[config.mk]
export PLATFORM = sky130hd
export DESIGN_NAME = regfile_dbg_master
export DESIGN_NICKNAME = d
export VERILOG_FILES = /design/src/rtl/regfile_dbg_master.sv
export SDC_FILE = /design/constraint.sdc
export NUM_CORES = 1
export LEC_CHECK = 0
export BUFFER_PORTS_ARGS = -buffer_cell sky130_fd_sc_hd__buf_2
export CAP_MARGIN = 20
export CELL_PAD_IN_SITES_DETAIL_PLACEMENT = 2
export CELL_PAD_IN_SITES_GLOBAL_PLACEMENT = 2
export CORE_ASPECT_RATIO = 1.75
export CORE_MARGIN = 10
export CORE_UTILIZATION = 39
export DETAILED_ROUTE_END_ITERATION = 16
export GPL_TIMING_DRIVEN = 0
export PLACE_DENSITY = 0.86
export SLEW_MARGIN = 20
export SYNTH_ARGS = -nofsm -noshare
export SYNTH_HDL_FRONTEND = slang
export SYNTH_SLANG_ARGS = --single-unit
[constraint.sdc]
create_clock -name clk -period 11.3 [get_ports clk]
set_clock_uncertainty 0.05 [all_clocks]
set_input_delay 1.13 -clock clk [delete_from_list [all_inputs] [get_ports clk]]
set_output_delay 1.13 -clock clk [all_outputs]
set_load 0.005 [all_outputs]
[src/rtl/regfile_dbg_master.sv]
// -----------------------------------------------------------------------------
// regfile_dbg_master
//
// Debug initiator for the core register file. A host byte stream (UART/JTAG
// bridge) sends command bytes and write data on an 8-bit valid/ready input.
// The block turns them into accesses on the regfile debug port. It returns
// read data, write acknowledgements and error bytes on an 8-bit valid/ready
// output. Only one debug transaction is in flight at any time.
//
// Command byte: [7:5] opcode, [4:0] register address.
//   3'b000 READ  : returns NB bytes of the register, LSB first
//   3'b100 WRITE : takes NB data bytes (LSB first), writes, returns ACK_BYTE
//   3'b011 DUMP  : only when REGFILE_DBG_DUMP_EN is defined; streams all 32
//                  registers (x0 first, each LSB first). Without the macro
//                  this opcode is treated as unsupported.
//   others       : returns ERR_BYTE
//
// Optional feature macro: REGFILE_DBG_DUMP_EN
//
// Ports:
//   clk       in   core clock
//   reset     in   asynchronous, active-high reset
//   rx_data   in   [7:0]      host command/data byte
//   rx_valid  in              rx_data valid
//   rx_ready  out             byte accepted this cycle when rx_valid is also high
//   tx_data   out  [7:0]      response byte to host
//   tx_valid  out             tx_data valid
//   tx_ready  in              host accepts tx byte this cycle
//   ra_db     out  [4:0]      regfile debug read address
//   rd_db     in   [XLEN-1:0] regfile debug read data (combinational from ra_db)
//   wa_db     out  [4:0]      regfile debug write address
//   wd_db     out  [XLEN-1:0] regfile debug write data
//   we_db     out             regfile debug write enable (one-cycle pulse)
//   busy      out             high whenever the FSM is not idle
// -----------------------------------------------------------------------------
module regfile_dbg_master #(
    parameter int         XLEN     = 64,
    parameter logic [7:0] ACK_BYTE = 8'hA5,
    parameter logic [7:0] ERR_BYTE = 8'hEE
) (
    input  logic            clk,
    input  logic            reset,
    input  logic [7:0]      rx_data,
    input  logic            rx_valid,
    output logic            rx_ready,
    output logic [7:0]      tx_data,
    output logic            tx_valid,
    input  logic            tx_ready,
    output logic [4:0]      ra_db,
    input  logic [XLEN-1:0] rd_db,
    output logic [4:0]      wa_db,
    output logic [XLEN-1:0] wd_db,
    output logic            we_db,
    output logic            busy
);

    localparam int NB = XLEN / 8;
    // Counter must be at least one bit wide even for a single-byte register.
    localparam int CW = (NB > 1) ? $clog2(NB) : 1;
    localparam logic [CW-1:0] LAST_BYTE = CW'(NB - 1);

    localparam logic [2:0] OP_READ  = 3'b000;
    localparam logic [2:0] OP_WRITE = 3'b100;
`ifdef REGFILE_DBG_DUMP_EN
    localparam logic [2:0] OP_DUMP  = 3'b011;
`endif

    typedef enum logic [2:0] {
        IDLE,
        RD_ISSUE,
        RD_CAPTURE,
        TX_DATA,
        WR_DATA,
        WR_COMMIT,
        TX_ACK,
        TX_ERR
    } state_t;

    state_t state_reg;
    state_t state_next;

    logic [CW-1:0]   byte_cnt_reg;
    logic [XLEN-1:0] wd_shift_reg;
    logic [XLEN-1:0] wd_merged;
    logic [XLEN-1:0] tx_shift_reg;

    logic       rx_fire;
    logic       tx_fire;
    logic       last_byte;
    logic [2:0] opcode;

`ifdef REGFILE_DBG_DUMP_EN
    logic dump_reg;
    // The dump ends after register 31 has been streamed out; ra_db doubles
    // as the register counter.
    logic dump_more;
    assign dump_more = dump_reg && (ra_db != 5'd31);
`endif

    // rx_ready is gated by reset so that every output is 0 while reset is
    // held, and the block becomes ready as soon as reset is released.
    assign rx_ready  = !reset && ((state_reg == IDLE) || (state_reg == WR_DATA));
    assign tx_valid  = (state_reg == TX_DATA) || (state_reg == TX_ACK) || (state_reg == TX_ERR);
    assign tx_data   = (state_reg == TX_DATA) ? tx_shift_reg[7:0] :
                       (state_reg == TX_ACK)  ? ACK_BYTE :
                       (state_reg == TX_ERR)  ? ERR_BYTE : 8'h00;
    assign busy      = (state_reg != IDLE);

    assign rx_fire   = rx_valid && rx_ready;
    assign tx_fire   = tx_valid && tx_ready;
    assign last_byte = (byte_cnt_reg == LAST_BYTE);
    assign opcode    = rx_data[7:5];

    // Write word with the incoming byte dropped into its lane, so the final
    // byte can be committed to wd_db in the same cycle it is accepted.
    genvar gi;
    generate
        for (gi = 0; gi < NB; gi++) begin : g_lane
            assign wd_merged[gi*8 +: 8] = (byte_cnt_reg == CW'(gi)) ? rx_data
                                                                     : wd_shift_reg[gi*8 +: 8];
        end
    endgenerate

    // ------------------------------------------------------------------
    // FSM state register
    // ------------------------------------------------------------------
    always_ff @(posedge clk or posedge reset) begin
        if (reset) begin
            state_reg <= IDLE;
        end else begin
            state_reg <= state_next;
        end
    end

    // ------------------------------------------------------------------
    // FSM next state and the write strobe
    // ------------------------------------------------------------------
    always_comb begin
        state_next = state_reg;
        we_db      = 1'b0;
        case (state_reg)
            IDLE: begin
                if (rx_fire) begin
                    case (opcode)
                        OP_READ:  state_next = RD_ISSUE;
                        OP_WRITE: state_next = WR_DATA;
`ifdef REGFILE_DBG_DUMP_EN
                        OP_DUMP:  state_next = RD_ISSUE;
`endif
                        default:  state_next = TX_ERR;
                    endcase
                end
            end
            RD_ISSUE:   state_next = RD_CAPTURE;
            RD_CAPTURE: state_next = TX_DATA;
            TX_DATA: begin
                if (tx_fire && last_byte) begin
`ifdef REGFILE_DBG_DUMP_EN
                    state_next = dump_more ? RD_ISSUE : IDLE;
`else
                    state_next = IDLE;
`endif
                end
            end
            WR_DATA: begin
                if (rx_fire && last_byte) begin
                    state_next = WR_COMMIT;
                end
            end
            WR_COMMIT: begin
                we_db      = 1'b1;
                state_next = TX_ACK;
            end
            TX_ACK: begin
                if (tx_fire) begin
                    state_next = IDLE;
                end
            end
            TX_ERR: begin
                if (tx_fire) begin
                    state_next = IDLE;
                end
            end
            default: state_next = IDLE;
        endcase
    end

    // ------------------------------------------------------------------
    // Datapath: addresses, byte counter, write assembly, tx shifter
    // ------------------------------------------------------------------
    always_ff @(posedge clk or posedge reset) begin
        if (reset) begin
            byte_cnt_reg <= '0;
            wd_shift_reg <= '0;
            tx_shift_reg <= '0;
            ra_db        <= '0;
            wa_db        <= '0;
            wd_db        <= '0;
`ifdef REGFILE_DBG_DUMP_EN
            dump_reg     <= 1'b0;
`endif
        end else begin
            case (state_reg)
                IDLE: begin
                    if (rx_fire) begin
                        byte_cnt_reg <= '0;
`ifdef REGFILE_DBG_DUMP_EN
                        dump_reg     <= (opcode == OP_DUMP);
                        if (opcode == OP_DUMP) begin
                            ra_db <= 5'd0;
                        end
`endif
                        if (opcode == OP_READ) begin
                            ra_db <= rx_data[4:0];
                        end
                        if (opcode == OP_WRITE) begin
                            wa_db <= rx_data[4:0];
                        end
                    end
                end
                RD_CAPTURE: begin
                    tx_shift_reg <= rd_db;
                    byte_cnt_reg <= '0;
                end
                TX_DATA: begin
                    if (tx_fire) begin
                        tx_shift_reg <= tx_shift_reg >> 8;
                        byte_cnt_reg <= byte_cnt_reg + 1'b1;
`ifdef REGFILE_DBG_DUMP_EN
                        if (last_byte) begin
                            if (dump_more) begin
                                ra_db <= ra_db + 5'd1;
                            end else begin
                                dump_reg <= 1'b0;
                            end
                        end
`endif
                    end
                end
                WR_DATA: begin
                    if (rx_fire) begin
                        wd_shift_reg <= wd_merged;
                        byte_cnt_reg <= byte_cnt_reg + 1'b1;
                        if (last_byte) begin
                            wd_db <= wd_merged;
                        end
                    end
                end
                default: begin
                end
            endcase
        end
    end

endmodule

# Word level (Yosys, flattened, before mapping)
# Index checks and enable logic that the tools add are counted.
# W data, S select, Z words.
dict set report classes {
  shift 0
  n_addsub 1
  mux 24
  n_reduce_logical 23
  n_lt_le_gt_ge 0
  mul 0
  n_bitwise 0
  div_mod_pow 0
  n_eq_ne 21
}
# op n
set op_table {}
lappend op_table {{$pmux W64 S2} 1}
lappend op_table {{$mux W8} 11}
lappend op_table {{$mux W64} 1}
lappend op_table {{$eq A3 B3 Y1 const B} 9}
lappend op_table {{$mux W3} 7}
lappend op_table {{$pmux W3 S7} 1}
lappend op_table {{$eq A3 B2 Y1 const B} 4}
lappend op_table {{$pmux W3 S4} 1}
lappend op_table {{$logic_not A3 Y1} 3}
lappend op_table {{$reduce_and A3 Y1} 3}
lappend op_table {{$reduce_and A4 Y1} 2}
lappend op_table {{$eq A3 B1 Y1 const B} 2}
lappend op_table {{$ne A2 B1 Y1 const B} 3}
lappend op_table {{$ne A2 B2 Y1 const B} 3}
lappend op_table {{$pmux W3 S2} 1}
lappend op_table {{$logic_and A1 B1 Y1} 5}
lappend op_table {{$reduce_and A2 Y1} 2}
lappend op_table {{$reduce_bool A4 Y1} 1}
lappend op_table {{$add A3 B1 Y3 const B} 1}
lappend op_table {{$logic_or A1 B1 Y1} 3}
lappend op_table {{$reduce_bool A3 Y1} 1}
lappend op_table {{$reduce_bool A2 Y1} 1}
lappend op_table {{$reduce_or A2 Y1} 1}
lappend op_table {{$logic_not A1 Y1} 1}
lappend op_table {{$mux W1} 1}
dict set report totals {
  ff_bits 208
  n_memories 0
  out_inout_bits 86
  rom_bits 0
  ramBits 0
  in_bits 76
  latchBits 0
}

# Logic depth before layout (Yosys ltp)
dict set report logic_depth {
  ltp_word 7
  mapped_depth 8
  ltp_nobuf 5
}

# Worst setup path before layout
# OpenSTA, ideal clock, no wires.
dict set report synth_path {
  path_kind {input to register}
  start {in reset}
  end {reg wd_shift_reg[54]}
  cell_stages 4
  setup_ns 0.125
  t_arrival_ns 2.344
  slack_ns 8.781
  path_cell_list {nand2b_4 -> nor3_4 -> nand3_4 -> mux2_4}
}
dict set report synth_between {
  elab_chain_len 4
}
# element line
set synth_lines {}
lappend synth_lines {{start, declared} 42} ;# input logic reset,
lappend synth_lines {{$logic_not A1 Y1 (no source line)} -}
lappend synth_lines {{$logic_and A1 B1 Y1} 102} ;# assign rx_ready = !reset && ((state_reg == IDLE) || (state_reg == WR_DATA));
lappend synth_lines {{$logic_and A1 B1 Y1} 109} ;# assign rx_fire = rx_valid && rx_ready;
lappend synth_lines {{$reduce_and A2 Y1 (no source line)} -}
lappend synth_lines {{end signal, assigned} 242} ;# wd_shift_reg <= wd_merged;
lappend synth_lines {{end, declared} 83} ;# logic [XLEN-1:0] wd_shift_reg;
# Every way passes these cells.
# A chain may end at the register's enable or synchronous reset.

# Final worst setup path
dict set report layout_path {
  start {reg state_reg[2]}
  end {out tx_data[4]}
}
dict set report layout_between {
  elab_chain_len 3
}
# element line
set layout_lines {}
lappend layout_lines {{start, declared} 79} ;# state_t state_reg;
lappend layout_lines {{start signal, assigned} 131} ;# state_reg <= state_next;
lappend layout_lines {{$eq A3 B3 Y1} 105} ;# (state_reg == TX_ACK) ? ACK_BYTE :
lappend layout_lines {{$mux W8} 105}
lappend layout_lines {{$mux W8 *} 104} ;# assign tx_data = (state_reg == TX_DATA) ? tx_shift_reg[7:0] :
lappend layout_lines {{end, declared} 46} ;# output logic [7:0] tx_data,
# Mark *: on every way between the ends. The rest lies on a longest branch, timed or not.

==> metrics.cfg <==
[status]
status = complete, no violations

[synthesis]
ys.warnings.count = 0
yosysTopAreaCellShare_pct = 56.5
syn_inst = 778
synthTopCellsByArea = dfrtp_1 57%, mux2i_1 13%, mux2_2 8.0%, o21ai_0 6.4%, nand2_1 6.2%
avgSynthCellArea_um2 = 11.4
synth_top_cell_by_area = dfrtp_1
syn_area_um2 = 8850
synth-seq-cells = 200
ys_seq_area_share_pct = 56.5
syn_nets = 860
synth_cell_types = 36

[cts]
root_buffer = clkbuf_16
cts_tree = done
clock-sinks = 200
path_clk_slew_ns = 0.07
post_cts_buffers = 0
clockBufferDepth = 2
hold_buffers = 0
post_cts_resize_count = 0
numCtsBuffers = 17
clock_latency_ns = 0.45
cts.htree.levels = 4

[drt]
drt-pass1-iter-count = 4
drt-initial-drc-count = 261
wl_per_cell_um = 24.6
wl_um = 31000
via_count = 6712
drc = 0
routed_via_density = 5.32
ant_nets = 0

[cells_and_area]
layout-drive-gt1-share_pct = 28.8
final_cell_mix = 200 x dfrtp_1, 164 x buf_2, 146 x nand2_1, 114 x o21ai_0, 112 x mux2i_1
fin_util_pct = 47.5
seq_area_um2 = 5000
n_fill_cell = 2343
final_nets = 1033
final_common_cell = dfrtp_1
multiInputGateArea_um2 = 3560
design_area_um2 = 10600
syn_to_final_growth_pct = 19.5
layout.cells.non_filler = 1261

[global_route]
overflow = 0
grt_pass1_wl_um = 48100
grt_max_degree = 102
grt_pass1_vias = 8049
grtUsageTotal_pct = 21.4
antenna_found_initial = 0

[setup_path]
r2r_slack_ns = 8.96
critical_path.max_fanout = 10
start_kind = flop
reg2reg_depth = 6
timing.rr.end = wd_shift_reg[20]$_DFFE_PP0P_
cp.required_ns = 10.12
cp_slowest_cell = dfrtp_1
crit_start = state_reg[2]$_DFFE_PP0P_
worstPathArrival_ns = 2.18
worst-path-buf-inv = 5
cp_top_family = buffers and inverters
path_cells = buf_2 > inv_1 > nand3_1 > buf_4 > buf_2 > nor2_1 > buf_2
worst_path_most_repeated_cell = buf_2
endpoint_kind = output port
critPathMaxStageDelay_ns = 0.33
reg2reg_from = byte_cnt_reg[0]$_DFFE_PP0P_
endpoint = tx_data[4]
crit_type = flop to output port
cp_num_cells = 7

[place]
pre_cts_slack_ns = 8.33
place_congestion = 0.765
hpwl_um = 22900
dp_cells = 1228
io_buffers = 153
placed_cell_area_um2 = 10000

[timing]
maxSlewHeadroom_pct = 39.9
rsz0062_at_grt = no
finalWorstPathRequiredPeriod_ns = 3.36
finalCritPeriodShare_pct = 29.7
setup_tns_ns = 0
slew_viol_final = 0
setup_viol = 0
max_freq_ghz = 0.298
fin_ws_ns = 7.94
finalHoldViolations = 0
hold_ws_ns = 0.428
worstMarginPinSlew_ns = 0.901

[floorplan]
ios = 162
die_height_um = 219
num_rows = 72
start_util_pct = 39.8
die_w_um = 134
dieArea_um2 = 29400
core_um2 = 22300

[power]
powerDensity_nw_per_um2 = 191
leakage_nw = 5.28
ir_drop_mv = 0.106
total_power_mw = 2.02

[min_path]
hold_depth = 2
hold_class = flop to flop

[run]
cap_violations = 0

worst min-delay path by stage:
stage | startpoint | endpoint | slack, ns
after floorplan | tx_shift_reg[10]$_DFFE_PP0P_ | tx_shift_reg[10]$_DFFE_PP0P_ | 0.40
after global placement | wd_db[59]$_DFFE_PP0P_ | wd_db[59]$_DFFE_PP0P_ | 0.41
after detailed placement | wd_db[35]$_DFFE_PP0P_ | wd_db[35]$_DFFE_PP0P_ | 0.42
after CTS | wd_db[37]$_DFFE_PP0P_ | wd_db[37]$_DFFE_PP0P_ | 0.44
after global routing | tx_shift_reg[13]$_DFFE_PP0P_ | tx_shift_reg[13]$_DFFE_PP0P_ | 0.46
final | wd_db[16]$_DFFE_PP0P_ | wd_db[16]$_DFFE_PP0P_ | 0.43
Yosys cell counts:
master,n
nand2_1,146
o32a_1,1
nor4b_4,1
mux2i_1,112
a22o_1,8
nand2_4,4
ha_1,6
o21ai_0,114
buf_6,2
or2_2,1
nand2b_1,1
nor3_4,1
nor3_1,5
nand2b_4,2
a21boi_0,1
mux2_1,1
nor2b_1,7
o2bb2ai_1,3
mux2_4,2
o22ai_1,1
clkbuf_1,37
and3_1,1
inv_1,7
nor2_1,14
nand3_4,3
o21a_1,1
buf_2,11
buf_4,1
o211ai_1,1
mux2_2,63
a21oi_1,4
nand3_1,4
nand3b_1,1
or3_1,1
buf_1,10
dfrtp_1,200
worst reg2reg max path: cells and delay by family (launching register included):
family	cells	cell delay (ns)
buf+inv	2	0.75
flops	1	0.43
simple gates	2	0.40
mux	1	0.35
fa+ha+maj	1	0.25
cell families after synthesis:
kind of cell	synth area share (%)
flip-flops	56.5
AND/OR/NAND/NOR	10.0
multiplexers	21.1
AO/OA/AOI/OAI	8.20
buffers and inverters	3.25
adder cells (fa/ha/maj)	0.848
cell type report:
class,count,area share [%]
repair buffers,154,7.50
flip-flops and latches,200,47.3
diodes,1,0.0237
inverters,7,0.319
multi-input cells,510,33.6
clock inverters,14,1.08
clock buffers,18,4.15
well taps,296,3.50
plain buffers,61,2.47
power by group:
part / switching, mW / internal [mW]
logic: 0.301 / 0.207
clock network: 0.298 / 0.293
registers: 0.0805 / 0.837
total: 0.679 / 1.34
layer usage:
layer	vias up	routed length, um	track usage [%]
met4	0	1170	9.25
met3	60	1560	5.44
met5	-	0	0
met2	187	17400	41.4
li1	3009	-	-
met1	3456	10800	20.8
(Power assumes the default switching activity.)
